**src/rtl/y86_branch_predictor_if.sv**
```systemverilog
// Fetch-lookup and memory-stage training signals of the Y86-64 branch predictor.
// The master modport drives fetch/update inputs; the slave modport is the predictor.
interface y86_branch_predictor_if #(
  parameter int unsigned ADDR_W = 64
);
  logic [ADDR_W-1:0] f_pc;
  logic [3:0]        f_icode;
  logic [3:0]        f_ifun;
  logic [ADDR_W-1:0] f_valC;
  logic [ADDR_W-1:0] f_valP;
  logic [ADDR_W-1:0] f_predPC;
  logic              f_pred_taken;
  logic              upd_valid;
  logic [ADDR_W-1:0] upd_pc;
  logic              upd_taken;
  logic              upd_pred_taken;
  logic              mispredict;

  modport master (
    output f_pc, f_icode, f_ifun, f_valC, f_valP,
    output upd_valid, upd_pc, upd_taken, upd_pred_taken,
    input  f_predPC, f_pred_taken, mispredict
  );

  modport slave (
    input  f_pc, f_icode, f_ifun, f_valC, f_valP,
    input  upd_valid, upd_pc, upd_taken, upd_pred_taken,
    output f_predPC, f_pred_taken, mispredict
  );
endinterface

```
**src/rtl/y86_branch_predictor.sv**
```systemverilog
// Tagged saturating-counter branch predictor for the Y86-64 fetch stage.
// Optional macro BP_PERF_CNT_EN adds perf_lookups / perf_mispred counters.
module y86_branch_predictor #(
  parameter int unsigned ADDR_W  = 64,
  parameter int unsigned ENTRIES = 16,
  parameter int unsigned TAG_W   = 8,
  parameter int unsigned CTR_W   = 2
) (
  input  logic                  clk,
  input  logic                  rst_n,
  y86_branch_predictor_if.slave bp
`ifdef BP_PERF_CNT_EN
  ,
  output logic [31:0]           perf_lookups,
  output logic [31:0]           perf_mispred
`endif
);

  localparam int unsigned IDX_W = $clog2(ENTRIES);
  localparam int unsigned TOP_W = IDX_W + TAG_W;

  localparam logic [3:0] I_JXX  = 4'h7;
  localparam logic [3:0] I_CALL = 4'h8;

  localparam logic [CTR_W-1:0] CTR_MAX = {CTR_W{1'b1}};
  localparam logic [CTR_W-1:0] CTR_WT  = CTR_W'(1 << (CTR_W - 1));
  localparam logic [CTR_W-1:0] CTR_WNT = CTR_W'((1 << (CTR_W - 1)) - 1);

  logic [ENTRIES-1:0] valid_q;
  logic [TAG_W-1:0]   tag_q [ENTRIES];
  logic [CTR_W-1:0]   ctr_q [ENTRIES];

  logic [IDX_W-1:0]   f_idx;
  logic [TAG_W-1:0]   f_tag;
  logic [IDX_W-1:0]   u_idx;
  logic [TAG_W-1:0]   u_tag;
  logic               f_hit;
  logic               u_hit;
  logic [ADDR_W-1:0]  pred_pc;
  logic               pred_taken;
  logic               mispredict_c;

  assign f_idx = bp.f_pc[IDX_W-1:0];
  assign f_tag = bp.f_pc[TOP_W-1:IDX_W];
  assign u_idx = bp.upd_pc[IDX_W-1:0];
  assign u_tag = bp.upd_pc[TOP_W-1:IDX_W];
  assign f_hit = valid_q[f_idx] && (tag_q[f_idx] == f_tag);
  assign u_hit = valid_q[u_idx] && (tag_q[u_idx] == u_tag);

  generate
    if (TOP_W < ADDR_W) begin : g_upper
      logic unused_upper_bits;
      assign unused_upper_bits = ^{bp.f_pc[ADDR_W-1:TOP_W], bp.upd_pc[ADDR_W-1:TOP_W]};
    end
  endgenerate

  // Fetch lookup: reads pre-update table contents, no bypass from training
  always_comb begin
    pred_pc    = bp.f_valP;
    pred_taken = 1'b0;
    if ((bp.f_icode == I_CALL) || ((bp.f_icode == I_JXX) && (bp.f_ifun == 4'h0))) begin
      pred_taken = 1'b1;
      pred_pc    = bp.f_valC;
    end else if (bp.f_icode == I_JXX) begin
      pred_taken = f_hit ? ctr_q[f_idx][CTR_W-1] : 1'b1;
      pred_pc    = pred_taken ? bp.f_valC : bp.f_valP;
    end
  end

  assign mispredict_c    = bp.upd_valid && (bp.upd_taken != bp.upd_pred_taken);
  assign bp.f_predPC     = pred_pc;
  assign bp.f_pred_taken = pred_taken;
  assign bp.mispredict   = mispredict_c;

  // Training: saturating count on a tag hit, otherwise (re)allocate the entry
  always_ff @(posedge clk or negedge rst_n) begin
    if (!rst_n) begin
      valid_q <= '0;
      for (int i = 0; i < int'(ENTRIES); i++) begin
        tag_q[i] <= '0;
        ctr_q[i] <= CTR_WNT;
      end
    end else if (bp.upd_valid) begin
      if (u_hit) begin
        if (bp.upd_taken) begin
          if (ctr_q[u_idx] != CTR_MAX) ctr_q[u_idx] <= ctr_q[u_idx] + CTR_W'(1);
        end else begin
          if (ctr_q[u_idx] != '0) ctr_q[u_idx] <= ctr_q[u_idx] - CTR_W'(1);
        end
      end else begin
        valid_q[u_idx] <= 1'b1;
        tag_q[u_idx]   <= u_tag;
        ctr_q[u_idx]   <= bp.upd_taken ? CTR_WT : CTR_WNT;
      end
    end
  end

`ifdef BP_PERF_CNT_EN
  always_ff @(posedge clk or negedge rst_n) begin
    if (!rst_n) begin
      perf_lookups <= '0;
      perf_mispred <= '0;
    end else begin
      if (bp.upd_valid && (perf_lookups != 32'hFFFF_FFFF)) perf_lookups <= perf_lookups + 32'd1;
      if (mispredict_c && (perf_mispred != 32'hFFFF_FFFF)) perf_mispred <= perf_mispred + 32'd1;
    end
  end
`endif

endmodule
```
**src/flat_wrapper.sv**
```systemverilog
// flat-port wrapper written by rule: the top's interface ports become plain ports
module y86_branch_predictor_flat 
#(
  parameter int unsigned ADDR_W  = 64,
  parameter int unsigned ENTRIES = 16,
  parameter int unsigned TAG_W   = 8,
  parameter int unsigned CTR_W   = 2
)
  (clk, rst_n, bp_f_pc, bp_f_icode, bp_f_ifun, bp_f_valC, bp_f_valP, bp_upd_valid, bp_upd_pc, bp_upd_taken, bp_upd_pred_taken, bp_f_predPC, bp_f_pred_taken, bp_mispredict);
  y86_branch_predictor_if #(.ADDR_W(ADDR_W)) bp_i ();
  input  logic clk;
  input  logic rst_n;
  input wire logic [$bits(bp_i.f_pc)-1:0] bp_f_pc;
  input wire logic [$bits(bp_i.f_icode)-1:0] bp_f_icode;
  input wire logic [$bits(bp_i.f_ifun)-1:0] bp_f_ifun;
  input wire logic [$bits(bp_i.f_valC)-1:0] bp_f_valC;
  input wire logic [$bits(bp_i.f_valP)-1:0] bp_f_valP;
  input wire logic [$bits(bp_i.upd_valid)-1:0] bp_upd_valid;
  input wire logic [$bits(bp_i.upd_pc)-1:0] bp_upd_pc;
  input wire logic [$bits(bp_i.upd_taken)-1:0] bp_upd_taken;
  input wire logic [$bits(bp_i.upd_pred_taken)-1:0] bp_upd_pred_taken;
  output wire logic [$bits(bp_i.f_predPC)-1:0] bp_f_predPC;
  output wire logic [$bits(bp_i.f_pred_taken)-1:0] bp_f_pred_taken;
  output wire logic [$bits(bp_i.mispredict)-1:0] bp_mispredict;
  assign bp_i.f_pc = bp_f_pc;
  assign bp_i.f_icode = bp_f_icode;
  assign bp_i.f_ifun = bp_f_ifun;
  assign bp_i.f_valC = bp_f_valC;
  assign bp_i.f_valP = bp_f_valP;
  assign bp_i.upd_valid = bp_upd_valid;
  assign bp_i.upd_pc = bp_upd_pc;
  assign bp_i.upd_taken = bp_upd_taken;
  assign bp_i.upd_pred_taken = bp_upd_pred_taken;
  assign bp_f_predPC = bp_i.f_predPC;
  assign bp_f_pred_taken = bp_i.f_pred_taken;
  assign bp_mispredict = bp_i.mispredict;
  y86_branch_predictor #(.ADDR_W(ADDR_W), .ENTRIES(ENTRIES), .TAG_W(TAG_W), .CTR_W(CTR_W)) u_core (.clk(clk), .rst_n(rst_n), .bp(bp_i));
endmodule
```
**config.mk**
```make
export PLATFORM = sky130hd
export DESIGN_NAME = y86_branch_predictor_flat
export DESIGN_NICKNAME = d
export VERILOG_FILES = /design/src/rtl/y86_branch_predictor_if.sv /design/src/rtl/y86_branch_predictor.sv /design/src/flat_wrapper.sv
export SDC_FILE = /design/constraint.sdc
export NUM_CORES = 1
export LEC_CHECK = 0
export CORE_AREA = 2 2 160 162
export DETAILED_ROUTE_END_ITERATION = 8
export DIE_AREA = 0 0 162 164
export PLACE_DENSITY = 0.79
export SKIP_LAST_GASP = 1
export SLEW_MARGIN = 10
export SYNTH_ARGS = -nofsm -noshare
export SYNTH_HDL_FRONTEND = slang
export SYNTH_SLANG_ARGS = --single-unit
export TNS_END_PERCENT = 30
```
**constraint.sdc**
```tcl
create_clock -name clk -period 9.24 [get_ports clk]
set_clock_uncertainty 0.05 [all_clocks]
set_input_delay 1.848 -clock clk [delete_from_list [all_inputs] [get_ports clk]]
set_output_delay 1.848 -clock clk [all_outputs]
set_load 0.01 [all_outputs]
```
==> out/summary.txt <==
Syn Area/Cell = 15.0 sq um
Cell-internal power = 1850 uW
Placed insts = 1243
Worst-Margin Slew = 1.06 ns
Crit path arrival time = 6.54 ns
Worst path depth = 11
Cell Chain, Critical Path = clkdlybuf4s50_1 -> buf_12 -> mux4_2 -> mux4_2 -> xnor2_1 -> nand4_1 -> nor3_1 -> a41oi_4 -> buf_4 -> mux2_2 -> clkdlybuf4s50_1
Vias = 7618
Clk pwr share = 0.292
Net Switching = 725 uW
Tcrit/Tclk final = 0.913
Routability cong. = 0.880
Flop pwr share = 0.426
Syn_nets = 1003
Core area = 0.0248 sq mm
CTS tree = yes
Synth unique cells = 65
GRT Util Overall = 0.257
Commonest non-fill, non-tap cell in the layout = clkdlybuf4s50_1
Post-CTS Hold Fix Bufs = 0
Post-synthesis cell area = 0.0110 sq mm
Hold Crit Depth = 1
Post-synthesis sequential area ratio = 0.402
Comb power frac = 0.283
Final Hold Vio Count = 0
Hold WC Path Type = flip-flop to flip-flop
Worst-path fanout max = 65
Largest net degree at the start of global routing = 98
Critical Path End Type = output pin
Boundary pin count = 335
Mux cell area share after synthesis = 0.442
Crit-path slowest cell = clkdlybuf4s50_1
Vias per Instance = 5.96
Worst rel slew slack = 0.295
Fmax = 119 MHz
Post-synth EDFFs = 0
H-tree depth = 4
Antenna violations before repair = 6
Port Buf Inserts = 230
RSZ-0062 raised after global routing = false
Pwr/cell area = 184 mW/mm^2
Post-route insts no fill = 1278
Critical path startpoint category = input port
# setup viols final = 0
Clock Latency Late Sink = 0.43 ns
Simple-Gate Fraction of Synth Area = 0.0665
Starting density of the core = 0.444
Final WL = 34.0 mm
Clk sinks = 176
Outcome = finished clean
Req. time, crit path = 7.34 ns
Post-Synth Adder-Cell Area = 0.00227
R2R depth = 9
Row Count = 58
Setup CP Type = input port to output pin
Max cap viols = 0
Setup TNS = 0 ns
PnR Total Power = 2570 uW
TritonCTS Buffers = 17
Synth Register Bits = 176
Die H = 164 um
Fin. max-slew vios = 0
Sw Share = 0.282
Vias in the first global route = 7690
Layout cells sized above 1 = 0.400
Yosys warns = 0
Synth Area in Compound Gates = 0.0257
Ys async rst share = 1.00
CTS clk-pin slew, worst paths = 0.07 ns
Leak = 0.00564 uW
Nets = 1203
First-pass GRT wire length = 49.4 mm
Cell Area, Placed = 0.0134 sq mm
CTS root buffer = clkbuf_16
Area delta synth->final = 27.0%
Synth Flop Type = dfrtp_1
Full die area = 0.0266 sq mm
Post_cts resized = 0
Reg-to-reg setup timing slack = 5.75 ns
Postcts setup bufs = 0
Largest family of logic cells by synthesized area = multiplexers
Hpwl dp = 24.5 mm
Worst vdd ir = 0.139 mV
Post-Synth XOR/XNOR Area = 0.0158
Commonest non-fill, non-tap cells in the layout = 225 x clkdlybuf4s50_1, 164 x mux2_2, 160 x dfrtp_1, 63 x mux4_2, 57 x mux2_4
Critical Path Max Stage Delay = 0.91 ns
First-pass iteration count of the detailed router = 5
DR WL/cell = 26.6 um
Die Span X = 162 um
Buf/Inv on CP = 4
Post-DRT Antenna Nets = 0
Worst hold slack = 0.445 ns
CTS max path bufs = 2
Post-route cell area = 0.0140 sq mm
Total grt overflow = 0
CP top delay family = buffers and inverters
# DRC = 0
Post-synthesis cell count = 732
Drt initial violations = 663
Fin crit period = 8.44 ns
-- final cells by class --
type | instances | area, sq um
Tap cell | 330 | 413
Clock buffer | 17 | 425
Multi-Input combinational cell | 485 | 6100
Timing Repair Buffer | 242 | 2390
Antenna cell | 3 | 7.51
Fill cell | 1986 | 10800
Sequential cell | 176 | 4420
Clock inverter | 15 | 183
Inverter | 10 | 37.5
-- power by group through the flow --
stage | Combinational, uW | Clock, uW | Sequential, uW
floorplan | 509 | 0 | 1050
global placement | 708 | 0 | 1090
detailed placement | 726 | 0 | 1100
CTS | 729 | 757 | 1090
global route | 775 | 790 | 1110
finish | 726 | 750 | 1090
-- final timing paths --
| kind | from | to |
|---|---|---|
| setup / recovery | bp_f_pc[1] | bp_f_predPC[5] |
| hold / removal | u_core.valid_q[10] | u_core.valid_q[10] |
| setup reg to reg | u_core.valid_q[1] | u_core.tag_q[28] |
| hold reg to reg | u_core.valid_q[10] | u_core.valid_q[10] |
| max in group asynchronous | rst_n | u_core.tag_q[102] |
| min in group asynchronous | rst_n | u_core.ctr_q[25] |
-- flip-flops by register name, summed over array words and instances (netlist names) --
signal          cells
u_core.valid_q     16
u_core.ctr_q       32
u_core.tag_q      128
-- synth_stat cells, types with 6 or more instances --
master / number / share of area
mux2_4: 57 / 0.078
mux2_2: 164 / 0.17
dfrtp_1: 160 / 0.36
nand3_4: 10 / 0.016
buf_2: 8 / 0.0036
mux4_2: 63 / 0.13
a21oi_1: 6 / 0.0027
xnor2_1: 8 / 0.0064
nand3_1: 14 / 0.0064
clkbuf_1: 17 / 0.0058
mux4_1: 13 / 0.031
mux2i_1: 25 / 0.023
inv_1: 10 / 0.0034
buf_4: 7 / 0.0048
nor2b_1: 6 / 0.0034
dfstp_2: 16 / 0.038
mux2_1: 12 / 0.012
nor3b_1: 8 / 0.0055
nand2b_1: 17 / 0.0097
buf_6: 15 / 0.015
xor2_1: 10 / 0.0080
-- metal layers --
layer / part of all wire / vias up / global-route usage
met5: 0 / - / 0
met3: 0.080 / 69 / 0.0694
met4: 0.042 / 0 / 0.113
li1: - / 3235 / -
met2: 0.51 / 382 / 0.441
met1: 0.37 / 3932 / 0.306
-- kinds of logic (layout without fill, tap and decap cells) --
kind of cell,count (synthesis),after routing
AO/OA/AOI/OAI,36,36
other,0,3
adder cells (fa/ha/maj),2,2
XOR/XNOR,19,19
AND/OR/NAND/NOR,93,93
multiplexers,335,335
buffers and inverters,71,284
flip-flops,176,176
-- through the flow --
step,worst slack [ns],utilization
finish,0.802,0.563
CTS,0.764,0.563
detailed placement,0.757,0.538
global route,0.629,0.563
global placement,0.794,0.538
floorplan,2.98,-
Note: power is estimated with default switching activity, not from simulation.
